<file path="config.mk">
export PLATFORM = sky130hd
export DESIGN_NAME = cvxif_issue_queue
export DESIGN_NICKNAME = d
export VERILOG_FILES = /design/src/rtl/cvxif_issue_queue_pkg.sv /design/src/rtl/cvxif_iq_id_match.sv /design/src/rtl/cvxif_issue_queue.sv
export SDC_FILE = /design/constraint.sdc
export NUM_CORES = 1
export LEC_CHECK = 0
export BUFFER_PORTS_ARGS = -buffer_cell sky130_fd_sc_hd__buf_4
export CORE_MARGIN = 2
export CORE_UTILIZATION = 55
export DETAILED_ROUTE_END_ITERATION = 7
export HOLD_SLACK_MARGIN = 0.1
export PLACE_DENSITY_LB_ADDON = 0.3
export SLEW_MARGIN = 20
export SYNTH_ARGS = -nofsm -noshare
export SYNTH_HDL_FRONTEND = slang
export SYNTH_SLANG_ARGS = --single-unit
export TNS_END_PERCENT = 30
</file>
<file path="constraint.sdc">
create_clock -name clk_i -period 4.2 [get_ports clk_i]
set_input_delay 0.21 -clock clk_i [delete_from_list [all_inputs] [get_ports clk_i]]
set_output_delay 0.21 -clock clk_i [all_outputs]
set_load 0.03 [all_outputs]
</file>
<file path="src/rtl/cvxif_issue_queue_pkg.sv">
// cvxif_issue_queue_pkg: shared widths, entry layout and encodings
// for the CV-X-IF coprocessor issue queue.
package cvxif_issue_queue_pkg;

  localparam int unsigned IQ_DEPTH = 4;
  localparam int unsigned IQ_ID_W  = 4;
  localparam int unsigned IQ_XLEN  = 32;
  localparam int unsigned IQ_NR_RS = 2;
  localparam int unsigned IQ_INSTR = 32;

  localparam logic KILL   = 1'b1;
  localparam logic COMMIT = 1'b0;

  function automatic int unsigned ptr_w(int unsigned d);
    return (d > 1) ? $clog2(d) : 1;
  endfunction

  typedef struct packed {
    logic [IQ_INSTR-1:0]              instr;
    logic [IQ_ID_W-1:0]               id;
    logic [IQ_NR_RS-1:0][IQ_XLEN-1:0] rs;
    logic [IQ_NR_RS-1:0]              rs_ok;
    logic                             committed;
    logic                             killed;
  } entry_t;

endpackage

</file>
<file path="src/rtl/cvxif_iq_id_match.sv">
// cvxif_iq_id_match: one-hot id lookup over queue entries plus a
// same-cycle bypass flag for the entry being enqueued.
module cvxif_iq_id_match #(
  parameter int unsigned Depth   = 4,
  parameter int unsigned IdWidth = 4
) (
  input  logic [Depth-1:0]              i_vld,
  input  logic [Depth-1:0][IdWidth-1:0] i_ids,
  input  logic                          i_q_en,
  input  logic [IdWidth-1:0]            i_qid,
  input  logic                          i_tail_en,
  input  logic [IdWidth-1:0]            i_tail_id,
  output logic [Depth-1:0]              o_hit,
  output logic                          o_byp,
  output logic                          o_any,
  output logic                          o_dup
);

  logic [Depth:0] w_all;

  always_comb begin
    o_hit = '0;
    for (int i = 0; i < Depth; i++) begin
      o_hit[i] = i_q_en & i_vld[i] & (i_ids[i] == i_qid);
    end
  end

  assign o_byp = i_q_en & i_tail_en & (i_tail_id == i_qid);
  assign w_all = {o_hit, o_byp};
  assign o_any = |w_all;
  assign o_dup = |(w_all & (w_all - 1'b1));

endmodule

</file>
<file path="src/rtl/cvxif_issue_queue.sv">
// cvxif_issue_queue: in-order offload queue gating on operands and commit.
// Define CVXIF_ISSUE_QUEUE_FLUSH_EN to add the flush_i port.
module cvxif_issue_queue
  import cvxif_issue_queue_pkg::*;
#(
  parameter int unsigned Depth       = IQ_DEPTH,
  parameter int unsigned IdWidth     = IQ_ID_W,
  parameter int unsigned XLEN        = IQ_XLEN,
  parameter int unsigned NrRgprPorts = IQ_NR_RS
) (
  input  logic                          clk_i,
  input  logic                          rst_i,
  input  logic                          issue_valid_i,
  output logic                          issue_ready_o,
  input  logic [31:0]                   issue_instr_i,
  input  logic [IdWidth-1:0]            issue_id_i,
  input  logic                          register_valid_i,
  output logic                          register_ready_o,
  input  logic [IdWidth-1:0]            register_id_i,
  input  logic [NrRgprPorts*XLEN-1:0]   register_rs_i,
  input  logic [NrRgprPorts-1:0]        register_rs_valid_i,
  input  logic                          commit_valid_i,
  input  logic [IdWidth-1:0]            commit_id_i,
  input  logic                          commit_kill_i,
  output logic                          exe_valid_o,
  input  logic                          exe_ready_i,
  output logic [31:0]                   exe_instr_o,
  output logic [IdWidth-1:0]            exe_id_o,
  output logic [NrRgprPorts*XLEN-1:0]   exe_rs_o,
  output logic [$clog2(Depth):0]        count_o
`ifdef CVXIF_ISSUE_QUEUE_FLUSH_EN
  ,
  input  logic                          flush_i
`endif
);

  localparam int unsigned PW = ptr_w(Depth);

  logic [PW:0]                   r_head;
  logic [PW:0]                   r_tail;
  logic [Depth-1:0]              r_vld;
  entry_t                        r_q [Depth];
  logic                          r_issue_rdy;

  logic                          w_flush;
  logic [PW-1:0]                 w_hidx;
  logic [PW-1:0]                 w_tidx;
  logic [Depth-1:0][IdWidth-1:0] w_ids;
  entry_t                        w_head;
  entry_t                        w_new;
  logic                          w_enq;
  logic                          w_pop;
  logic                          w_exe_ok;
  logic [PW:0]                   w_cnt_nxt;
  logic [Depth-1:0]              w_r_hit;
  logic [Depth-1:0]              w_c_hit;
  logic                          w_r_byp;
  logic                          w_c_byp;
  logic                          w_r_any;
  logic                          w_c_any;
  logic                          w_r_dup;
  logic                          w_c_dup;

`ifdef CVXIF_ISSUE_QUEUE_FLUSH_EN
  assign w_flush = flush_i;
`else
  assign w_flush = 1'b0;
`endif

  assign w_hidx = r_head[PW-1:0];
  assign w_tidx = r_tail[PW-1:0];
  assign w_head = r_q[w_hidx];

  always_comb begin
    w_ids = '0;
    for (int i = 0; i < Depth; i++) begin
      w_ids[i] = r_q[i].id;
    end
  end

  assign issue_ready_o    = r_issue_rdy & ~rst_i & ~w_flush;
  assign register_ready_o = ~rst_i;
  assign w_enq            = issue_valid_i & issue_ready_o;

  cvxif_iq_id_match #(.Depth(Depth), .IdWidth(IdWidth)) u_reg_match (
    .i_vld     (r_vld),
    .i_ids     (w_ids),
    .i_q_en    (register_valid_i & ~w_flush & ~rst_i),
    .i_qid     (register_id_i),
    .i_tail_en (w_enq),
    .i_tail_id (issue_id_i),
    .o_hit     (w_r_hit),
    .o_byp     (w_r_byp),
    .o_any     (w_r_any),
    .o_dup     (w_r_dup)
  );

  cvxif_iq_id_match #(.Depth(Depth), .IdWidth(IdWidth)) u_cmt_match (
    .i_vld     (r_vld),
    .i_ids     (w_ids),
    .i_q_en    (commit_valid_i & ~w_flush & ~rst_i),
    .i_qid     (commit_id_i),
    .i_tail_en (w_enq),
    .i_tail_id (issue_id_i),
    .o_hit     (w_c_hit),
    .o_byp     (w_c_byp),
    .o_any     (w_c_any),
    .o_dup     (w_c_dup)
  );

  // Dispatch only from stored state so updates land one cycle later
  assign w_exe_ok = r_vld[w_hidx] & w_head.committed & ~w_head.killed
                  & (&w_head.rs_ok) & ~rst_i & ~w_flush;
  assign w_pop    = r_vld[w_hidx] & ~w_flush
                  & (w_head.killed | (w_exe_ok & exe_ready_i));

  assign exe_valid_o = w_exe_ok;
  assign exe_instr_o = w_exe_ok ? w_head.instr : '0;
  assign exe_id_o    = w_exe_ok ? w_head.id : '0;
  assign exe_rs_o    = w_exe_ok ? w_head.rs : '0;

  assign count_o   = r_tail - r_head;
  assign w_cnt_nxt = count_o + (PW+1)'(w_enq) - (PW+1)'(w_pop);

  always_comb begin
    w_new       = '0;
    w_new.instr = issue_instr_i;
    w_new.id    = issue_id_i;
    for (int k = 0; k < NrRgprPorts; k++) begin
      if (w_r_byp && register_rs_valid_i[k]) begin
        w_new.rs[k]    = register_rs_i[k*XLEN +: XLEN];
        w_new.rs_ok[k] = 1'b1;
      end
    end
    if (w_c_byp) begin
      w_new.killed    = (commit_kill_i == KILL);
      w_new.committed = (commit_kill_i == COMMIT);
    end
  end

  always_ff @(posedge clk_i) begin
    if (rst_i || w_flush) begin
      r_head      <= '0;
      r_tail      <= '0;
      r_vld       <= '0;
      r_issue_rdy <= 1'b1;
    end else begin
      r_issue_rdy <= (w_cnt_nxt != (PW+1)'(Depth));
      for (int i = 0; i < Depth; i++) begin
        if (w_r_hit[i]) begin
          for (int k = 0; k < NrRgprPorts; k++) begin
            if (register_rs_valid_i[k]) begin
              r_q[i].rs[k]    <= register_rs_i[k*XLEN +: XLEN];
              r_q[i].rs_ok[k] <= 1'b1;
            end
          end
        end
        if (w_c_hit[i]) begin
          if (commit_kill_i == KILL) r_q[i].killed <= 1'b1;
          else                       r_q[i].committed <= 1'b1;
        end
      end
      if (w_pop) begin
        r_vld[w_hidx] <= 1'b0;
        r_head        <= r_head + (PW+1)'(1);
      end
      if (w_enq) begin
        r_vld[w_tidx] <= 1'b1;
        r_q[w_tidx]   <= w_new;
        r_tail        <= r_tail + (PW+1)'(1);
      end
    end
  end

  a_reg_hit: assert property (@(posedge clk_i) disable iff (rst_i)
    (register_valid_i && !w_flush) |-> w_r_any);
  a_cmt_hit: assert property (@(posedge clk_i) disable iff (rst_i)
    (commit_valid_i && !w_flush) |-> w_c_any);
  a_no_dup: assert property (@(posedge clk_i) disable iff (rst_i)
    !(w_r_dup || w_c_dup));

endmodule

</file>
-- Yosys cells after proc, flatten, opt, wreduce, memory -nomap -nowiden
Memories as Yosys holds them, arrays and structs flattened. A register that Yosys moved wholly into a read port is not among the register bits.
Cells that the tools add are included.
- register bits after elaboration: 11
- bits in writable memories: 416
- input bits: 117
- word-level logic and storage cells: 141
- memories kept: 1
- memory list (name ; words ; width ; read ports ; clocked after memory_dff ; wr ports ; RTL line ; source):
    r_q ; 4 ; 104 ; 5 ; 1 ; 5 ; cvxif_issue_queue.sv:42 ; entry_t r_q [Depth];
- add/sub/neg operators: 5
- $lt $le $gt $ge: 4
- eq/ne operators: 11
- mux-type cells: 74
- bitwise gates (word level): 37
- reductions and logical operators: 5
- operators by type and width (kind ; count):
    $mux 32 ; 3
    $mux 64 ; 1
    $mux 1 ; 60
    $eq 4x4->1 ; 10
    $and 1x1->1 ; 30
    $mux 4 ; 4
    $add 3x1->3 const B ; 2
    $lt 2x3->1 const B ; 2
    $mux 2 ; 3
    $and 4x4->4 ; 1
    $demux 1 s2 ; 2
    $ge 2x1->1 const B ; 2
    $logic_and 1x1->1 ; 4
    $not 4->4 ; 1
    $or 4x4->4 ; 1
    $add 3x1->3 ; 1
    $ne 3x3->1 const B ; 1
    $not 1->1 ; 3
    $sub 3x1->3 ; 1
    $sub 3x3->3 ; 1
    $bmux 1 s2 ; 1
    $reduce_and 2->1 ; 1
    $or 1x1->1 ; 1

-- Depth between registers and ports, before layout
Gate-level depths: netlist of run 1.
- depth in word-level cells: 13
- gate-level depth with buffers: 11

-- By module
A second synthesis of run 1 with hierarchy kept.
- cell total of the unflattened synthesis: 1173
- area total of the unflattened synthesis: 19650.1 um2
- by module, submodules not included (module ; times used ; cells each ; area an instance (um2)):
    cvxif_issue_queue ; 1 ; 1089 ; 18969.4
    cvxif_iq_id_match ; 2 ; 42 ; 340.3

-- Worst setup path before layout of run 1
Ideal clock, no wire load.
- path kind: input port to flip-flop
- from: input rst_i
- to: memory r_q[0][36] (netlist bit), enable pin
- library setup time: 472 ps
- arrival: 3592 ps
- data required time: 3728 ps
- setup slack: 136 ps
- stages: 5
- cell sequence: buf_2 > inv_1 > clkbuf_1 > nand2_1 > o31ai_1
- RTL lines (item ; RTL line ; source):
    start, declared ; cvxif_issue_queue.sv:12 ; input logic rst_i,
    end, declared ; cvxif_issue_queue.sv:42 ;

-- Final worst setup path of run 1
- from: register r_head[0]
- to: output exe_rs_o[8]
- longest elaborated chain between the ends: 7
- ends and longest elaborated chain (item ; RTL line ; source):
    start, declared ; cvxif_issue_queue.sv:39 ; logic [PW:0] r_head;
    start signal, assigned ; cvxif_issue_queue.sv:165 ; r_head <= r_head + (PW+1)'(1);
    $bmux 1 s2 ; cvxif_issue_queue.sv:112 ; assign w_exe_ok = r_vld[w_hidx] & w_head.committed & ~w_head.killed
    $mux 1 (not written as such) ; cvxif_issue_queue.sv:112 ;
    $and 1x1->1 (2 in a row) ; cvxif_issue_queue.sv:112 ;
    $and 1x1->1 (2 in a row) ; cvxif_issue_queue.sv:113 ; & (&w_head.rs_ok) & ~rst_i & ~w_flush;
    $mux 64 ; cvxif_issue_queue.sv:120 ; assign exe_rs_o = w_exe_ok ? w_head.rs : '0;
    end, declared ; cvxif_issue_queue.sv:29 ; output logic [NrRgprPorts*XLEN-1:0] exe_rs_o,
No other way between the ends. The select of a mux whose other input is x is not followed.

==> flow_summary.json, run 1 <==
{
  "synthTopCellsByArea": "edfxtp_1 (63%), mux4_2 (12%), nor2b_1 (8.3%), and2b_1 (4.2%), dfxtp_1 (3.0%)",
  "clk_pin_slew_ps": 60,
  "yosysSeqAreaShare_pct": 66.10,
  "synth_common_cells": "edfxtp_1 (400), nor2b_1 (254), and2b_1 (106)",
  "post-route-min-period_ps": 3135,
  "routed_wl_mm": 42.39,
  "wl_per_cell_um": 21.35,
  "rows": 68,
  "crit_fanout": 51,
  "vias_per_cell": 5.538,
  "dieWidth_um": 190.1,
  "slew_viol_final": 0,
  "grt_pass1_wl_mm": 65.25,
  "core_um2": 34290,
  "ys.flop_type": "edfxtp_1",
  "p_per_area_nw_per_um2": 459.0,
  "clock_skew_ps": 11.72,
  "grt_pass1_vias": 11683,
  "io_pins": 223,
  "rsz0062_at_grt": "no",
  "tns_ps": 0,
  "status": "complete, no violations",
  "dp.cells": 1796,
  "synth_edf_count": 400,
  "cts_max_path_buffers": 3,
  "place_congestion": 0.8656,
  "ant_nets": 0,
  "dr.pass1.iters": 5,
  "clock_latency_ps": 530,
  "ys.warnings.count": 0,
  "worst_hold_slack_ps": 130.6,
  "syn_to_final_growth_pct": 25.39,
  "slew_headroom_pct": 25.64,
  "finalPower_mw": 10.97,
  "async_flop_share_pct": 0,
  "syn_nets": 1301,
  "drive_above_1_share_pct": 28.08,
  "die_height_um": 190.1,
  "nFillCells": 2273,
  "final_net_count": 1622,
  "synth_cell_type_count": 37,
  "hp-class": "primary input to register",
  "portBuffers": 222,
  "yosysMostFrequentCell": "edfxtp_1",
  "maxCapViolations": 0,
  "dp_hpwl_mm": 24.78,
  "synth_top_area_share_pct": 63.05,
  "htreeDepth": 2,
  "required_ps": 3990,
  "antenna_found_initial": 3,
  "critical_path_class": "register to primary output",
  "p_leak_nw": 8.420,
  "drtIter0Drc": 824,
  "cts_tree": "yes",
  "layout.cells.non_filler": 1986,
  "clock_sink_count": 429,
  "synthesis.area_um2": 19050,
  "synthCells": 1172,
  "syn_area_per_cell_um2": 16.25,
  "synth_seq_cells": 429,
  "via_count": 10998,
  "end_kind": "primary output",
  "grt_max_degree": 60,
  "post-route-drc-count": 0,
  "worstMarginPinSlew_ps": 1115,
  "dieArea_um2": 36140,
  "cts_inserted_buffers": 45,
  "fin_crit_sh_pct": 74.65,
  "finalSetupViolCount": 0,
  "cp-start-kind": "register",
  "track_usage_pct": 23.86,
  "irDropWorstVdd_mv": 0.3696,
  "fmax_ghz": 0.3190,
  "yosysTopAreaCell": "edfxtp_1",
  "cts_root_buf": "clkbuf_16",
  "hold_viol_final": 0,
  "initial_utilization_pct": 55.56,
  "grt_overflow": 0,
  "cp.arrival_ps": 2930
}
power by group:
part           internal (mW)  switching [mW]  total (mW)
Sequential              4.91           0.110        5.02
Combinational           1.11           0.922        2.03
Clock                   2.35            1.56        3.92
Total                   8.37            2.59        11.0
state kept, by name (all words and copies together), names as in the netlist, named ones only:
register and cells:
r_head 3, r_issue_rdy 1, r_q 416, r_tail 3, r_vld 4
cell families (layout without fill, tap and decap cells):
logic type               after synthesis  count (layout)  synth area share, %
adder cells (fa/ha/maj)               12              12               0.8670
other                                  0               3                    0
buffers and inverters                 89             445                1.865
AND/OR/NAND/NOR                      435             435                14.72
AO/OA/AOI/OAI                         58              58                2.213
flip-flops                           429             429                66.10
multiplexers                         104             104                12.16
XOR/XNOR                              45              45                2.069
cell usage in the layout (no fill, tap or decap), drive strengths merged, types with 7 or more instances in the layout:
cell and count:
dfxtp 29, xor2 20, nand2 14, nor2 8, clkbuf 62, nand3 13
and3 12, and2b 106, nor2b 254, a31oi 15, inv 13, clkinv 15
ha 10, xnor2 25, mux4 102, dlygate4sd3 104, a21oi 12, buf 245
o31ai 7, edfxtp 400, nand4 9
cell type report:
type	count	area, µm²	share of cell area [%]
Inverter	14	52.55	0.2200
Tap cell	455	569.3	2.383
Timing Repair Buffer	349	2900	12.14
Sequential cell	429	12600	52.75
Antenna cell	3	7.507	0.03143
Clock buffer	62	1232	5.159
Clock inverter	20	220.2	0.9219
Multi-Input combinational cell	654	6305	26.39
metal layers:
metal	GRT usage (%)	share of wire [%]
met2	41.65	51
met5	0	0
met4	6.738	2.4
met1	30.69	40
met3	4.556	6.7
critical path, cell delays in order (launching register included):
cell and delay, ps:
dfxtp_1 480, mux4_2 710, nand4_1 190, buf_4 540, nor2b_1 200, buf_4 220
stage by stage:
| stage | cell area (µm²) | utilization, % | setup slack, ps |
|---|---|---|---|
| 2_1_floorplan | 19050 | - | 135.9 |
| 3_3_place_gp | 21360 | 62.29 | 1409 |
| 3_5_place_dp | 21360 | 62.29 | 1389 |
| 4_1_cts | 23850 | 69.56 | 1077 |
| 5_1_grt | 23890 | 69.66 | 952.5 |
| 6_report | 23890 | 69.66 | 1065 |
worst paths after layout:
kind	slack (ps)	to	cells past startpoint	start
hold / removal	130	r_q[3][3]	3	register_rs_valid_i[1]
setup reg to reg	1280	r_issue_rdy	9	r_head[0]
setup / recovery	1060	exe_rs_o[8]	5	r_head[0]
hold reg to reg	460	r_q[3][3]	2	r_q[3][3]
timing repair:
item                      4_1_cts  5_1_grt
hold endpoints to repair      422        0
hold buffers                  104        0
setup buffers                   0        0
resized for setup               0        0
Note: power is estimated with default switching activity, not from simulation.
==> run 2: changes to the inputs <==
==> constraint.sdc (replaced) <==
create_clock -name clk_i -period 3 [get_ports clk_i]
set_input_delay 0.15 -clock clk_i [delete_from_list [all_inputs] [get_ports clk_i]]
set_output_delay 0.15 -clock clk_i [all_outputs]
set_load 0.03 [all_outputs]
==> run 2 against run 1 <==
Effect of this change:
- combinational power rose by 42%
- final cell count grew 0.50%
- critical path depth up 1
- clock power increased by 34%
- power up 38%
- die area unchanged
- via count increased by 1.7%
- design area is 0.33% higher
- clock skew decreased by 1.7 ps
- hold slack gained 69 ps
- sequential cell count did not move
- highest routed layer is now met5
==> flow_summary.json, run 2 (synthesis results as in run 1) <==
{
  "maxCapViolations": 0,
  "post-cts-setup-buffer-count": 0,
  "worstMarginPinSlew_ps": 1116,
  "track_usage_pct": 23.89,
  "ff2ff_path_depth": 9,
  "top_regs": "r_q (416), r_vld (4)",
  "final_net_count": 1632,
  "hold_viol_final": 0,
  "antenna_found_initial": 3,
  "grt_pass1_wl_mm": 65.87,
  "grt_pass1_vias": 11760,
  "final_common_cell": "edfxtp_1",
  "post-route-min-period_ps": 2851,
  "nFillCells": 2207,
  "crit_fanout": 30,
  "dp.cells": 1805,
  "critical_path_class": "register to primary output",
  "clk_pin_slew_ps": 60,
  "p_leak_nw": 8.449,
  "setup_ws_ps": 148.8,
  "cts_max_path_buffers": 3,
  "layout.cells.non_filler": 1996,
  "slew_viol_final": 0,
  "clock_sink_count": 429,
  "io_pins": 223,
  "regArea_um2": 12600,
  "clock_skew_ps": 10.02,
  "hold_depth": 4,
  "vias_per_cell": 5.602,
  "cts_inserted_buffers": 45,
  "rows": 68,
  "cp-start-kind": "register",
  "routed_wl_mm": 42.31,
  "fin_crit_sh_pct": 95.04,
  "cts_tree": "yes",
  "cts_root_buf": "clkbuf_16",
  "cts_resized": 0,
  "fmax_ghz": 0.3507,
  "grt_overflow": 0,
  "required_ps": 2850,
  "layout_common_cells": "edfxtp_1 (400), nor2b_1 (254), buf_4 (247), and2b_1 (106), dlygate4sd3_1 (106)",
  "holdBufCountCts": 106,
  "initial_utilization_pct": 55.56,
  "ant_nets": 0,
  "finalSetupViolCount": 0,
  "portBuffers": 222,
  "syn_to_final_growth_pct": 25.81,
  "core_um2": 34290,
  "slew_headroom_pct": 25.57,
  "clock_latency_ps": 550,
  "die_height_um": 190.1,
  "final_core_util_pct": 69.89,
  "dp_hpwl_mm": 24.80,
  "post-route-drc-count": 0,
  "largest_reg_flops": 416,
  "hp-class": "primary input to register",
  "dr.pass1.iters": 5,
  "place_ws_ps": 349.8,
  "p_per_area_nw_per_um2": 632.3,
  "end_kind": "primary output",
  "htreeDepth": 2,
  "multiInputGateArea_um2": 6307,
  "final_area_um2": 23970,
  "irDropWorstVdd_mv": 0.5702,
  "grt_max_degree": 72,
  "dieWidth_um": 190.1,
  "drtIter0Drc": 853,
  "wl_per_cell_um": 21.20,
  "drive_above_1_share_pct": 28.54,
  "status": "complete, no violations",
  "place_area_um2": 21500,
  "top_register": "r_q",
  "via_count": 11181,
  "dieArea_um2": 36140,
  "place_congestion": 0.8691,
  "cp.arrival_ps": 2700,
  "rsz0062_at_grt": "no"
}
## run 2: cell count changes in the layout (fill, tap and decap cells not counted), sizes merged
cell / delta
bufinv: -3
clkbuf: -1
buf: +8
clkinvlp: +2
clkinv: +3
inv: -1
dlygate4sd3: +2
## run 2: worst max-delay path: stages, from the launching register on
cell     delay (ps)
dfxtp_4         390
mux4_2          640
nor2_1          130
nand4_1         190
buf_4           340
nor2b_1         250
buf_4           200
## run 2: layout make-up
class / instances / area share, %
antenna: 3 / 0.03133
clock buffer: 61 / 5.169
multi-input combinational: 654 / 26.32
clock inverter: 21 / 0.6474
inverter: 14 / 0.2193
sequential: 429 / 52.57
tap: 455 / 2.375
timing repair buffer: 359 / 12.67
## run 2: path summary, 6_finish.rpt
kind	slack, ps	to	from
worst max-delay path	150	exe_rs_o[62]	register
worst min-delay path	200	r_q[1][1]	commit_valid_i
worst max register to register	310	r_issue_rdy	register
worst min register to register	480	r_q[3][3]	r_q[3][3]
## run 2: per-layer routing
metal | wire length [µm] | up-vias | GRT usage, % | part of all wire [%]
met5 | 13 | - | 0 | 0.031
met4 | 917 | 2 | 6.857 | 2.2
met3 | 3087 | 70 | 5.294 | 7.3
met2 | 21040 | 383 | 40.33 | 50
met1 | 17240 | 5675 | 31.45 | 41
li1 | - | 5051 | - | -
## run 2: report_power, final
group / internal (mW) / switching [mW]
registers: 6.87 / 0.141
logic: 1.58 / 1.31
clock network: 3.06 / 2.19
total: 11.5 / 3.64
## run 2: per-stage QoR
| stage | setup TNS [ps] | power, mW | hold slack, ps |
|---|---|---|---|
| 2_1_floorplan | -51200 | 9.193 | 248.9 |
| 3_3_place_gp | 0 | 9.891 | 349.5 |
| 3_5_place_dp | 0 | 9.938 | 351.1 |
| 4_1_cts | 0 | 15.29 | 175.7 |
| 5_1_grt | 0 | 15.74 | 222.2 |
| 6_report | 0 | 15.15 | 199.7 |
==> run 3: changes to the inputs <==
--- a/config.mk
+++ b/config.mk
@@ -14,5 +14,6 @@
 export SLEW_MARGIN = 20
 export SYNTH_ARGS = -nofsm -noshare
 export SYNTH_HDL_FRONTEND = slang
+export SYNTH_HIERARCHICAL = 1
 export SYNTH_SLANG_ARGS = --single-unit
 export TNS_END_PERCENT = 30
==> run 3 against run 2 <==
Effect of this change:
- routed wire length fell by 2.0%
- hold slack better by 7.3 ps
- register-to-register slack worse by 20 ps
- fmax down 0.32%
- utilization shrank 1.7 points
- power shrank 15%
- clock-buffer cell count increased by 1
- sequential share of layout area down 0.26 points
- die area increased by 2.6%
- final cell count shrank 0.20%
- critical endpoint is now exe_rs_o[58]
- largest cell class unchanged
- largest power group unchanged
==> flow_summary.json, run 3 <==
{
  "final_common_cell": "edfxtp_1",
  "core_um2": 35310,
  "clock_latency_ps": 540,
  "syn_to_final_growth_pct": 23.18,
  "final_core_util_pct": 68.22,
  "ant_nets": 0,
  "initial_utilization_pct": 55.38,
  "cts_tree": "yes",
  "io_pins": 223,
  "grtUsageMet3_pct": 4.855,
  "irDropWorstVdd_mv": 0.5519,
  "synthCells": 1161,
  "cp.arrival_ps": 2710,
  "syn_area_per_cell_um2": 16.84,
  "globalRouteMet1Util_pct": 28.73,
  "p_leak_nw": 8.455,
  "fin_crit_sh_pct": 95.35,
  "cts_max_path_buffers": 3,
  "rsz0062_at_grt": "no",
  "track_usage_pct": 22.56,
  "status": "complete, no violations",
  "power.net_switching_mw": 2.644,
  "cellInternalPower_mw": 10.30,
  "final_net_count": 1625,
  "finalPower_mw": 12.94,
  "worstMarginPinSlew_ps": 812.4,
  "worst_hold_slack_ps": 207.0,
  "layout_common_cells": "edfxtp_1 (400), and2_1 (257), buf_4 (240), dlygate4sd3_1 (103), mux4_2 (102)",
  "clock_power_share_pct": 38.9,
  "ys.warnings.count": 6,
  "place_congestion": 0.8667,
  "grt_pass1_vias": 11388,
  "p_per_area_nw_per_um2": 537.3,
  "clock_skew_ps": 18.86,
  "slew_viol_final": 0,
  "drive_above_1_share_pct": 33.90,
  "tns_ps": 0,
  "reg2reg_slack_ps": 290,
  "cts_inserted_buffers": 44,
  "use_met2_pct": 39.28,
  "grt_overflow": 0,
  "dieWidth_um": 192.6,
  "p_sw_share_pct": 20.43,
  "vias_per_cell": 5.406,
  "wl_per_cell_um": 20.82,
  "hp-class": "primary input to register",
  "htreeDepth": 2,
  "grt_max_degree": 53,
  "finalSetupViolCount": 0,
  "maxCapViolations": 0,
  "top_usage_layer": "met2",
  "sequentialPowerShare_pct": 53.2,
  "grt_pass1_wl_mm": 62.73,
  "fmax_ghz": 0.3496,
  "slew_headroom_pct": 45.84,
  "top_regs": "r_q (416), r_vld (4)",
  "syn_nets": 1290,
  "dp_hpwl_mm": 24.56,
  "critical_path_class": "register to primary output",
  "post-route-min-period_ps": 2860,
  "cp-start-kind": "register",
  "clock_sink_count": 429,
  "via_count": 10768,
  "hold_viol_final": 0,
  "post-route-drc-count": 0,
  "required_ps": 2850,
  "combPwrFrac_pct": 7.8,
  "top_register": "r_q",
  "synthesis.area_um2": 19560,
  "dr.pass1.iters": 5,
  "routed_wl_mm": 41.47,
  "clk_pin_slew_ps": 50,
  "post-cts-setup-buffer-count": 0,
  "largest_reg_flops": 416,
  "dieArea_um2": 37080,
  "antenna_found_initial": 3,
  "cts_root_buf": "clkbuf_16",
  "end_kind": "primary output",
  "drtIter0Drc": 656,
  "die_height_um": 192.6,
  "rows": 69,
  "portBuffers": 222,
  "crit_fanout": 48
}
==> run 3: final timing paths <==
kind	startpoint	endpoint	cells past startpoint
setup / recovery	register	exe_rs_o[58]	6
hold / removal	exe_ready_i	r_head[1]	4
setup reg to reg	r_head[0]	r_issue_rdy	9
hold reg to reg	r_q[0][0]	r_q[0][0]	2
==> run 3: power by group through the flow <==
stage	clock, mW	combinational [mW]	sequential, mW
global route	5.36	1.10	6.91
detailed placement	0	0.906	7.02
global placement	0	0.882	7.00
CTS	5.15	1.02	6.89
floorplan	0	0.558	7.00
finish	5.04	1.01	6.89
==> run 3: metrics by stage <==
| stage | cell area, µm² | cells | setup WS (ps) |
|---|---|---|---|
| final | 24090 | 1992 | 139.5 |
| after global routing | 24080 | 1990 | 12.90 |
| after CTS | 24070 | 1989 | 45.77 |
| after detailed placement | 21730 | 1808 | 317.3 |
| after global placement | 21730 | 1808 | 336.8 |
| after floorplan | 19560 | 1161 | 454.6 |
==> run 3: final cells by class <==
cell class                 instances  area, µm²
multi-input combinational        642       6432
antenna                            3      7.507
clock buffer                      62       1190
inverter                          23      86.33
sequential                       429      12600
timing repair buffer             356       3075
fill                            2374      11220
clock inverter                    16      118.9
tap                              461      576.8
==> run 3: metal layers <==
layer | wire [µm] | share of wire (%) | up-vias
li1 | - | - | 4971
met1 | 16980 | 41 | 5413
met2 | 20820 | 50 | 321
met3 | 2780 | 6.7 | 63
met4 | 897 | 2.2 | 0
met5 | 0 | 0 | -
==> run 3: timing repair <==
| action | in CTS | in global routing |
|---|---|---|
| setup endpoints to repair | 0 | 42 |
| endpoints found under the hold margin | 417 | 0 |
| hold buffers | 103 | 0 |
| resized for setup | 0 | 2 |
==> run 3: critical path, stage by stage (launching register included) <==
cell     delay, ps
dfxtp_4        450
mux4_2         540
nor2_1         100
nand4_1        290
buf_12         340
nor2b_1        220
buf_4          190
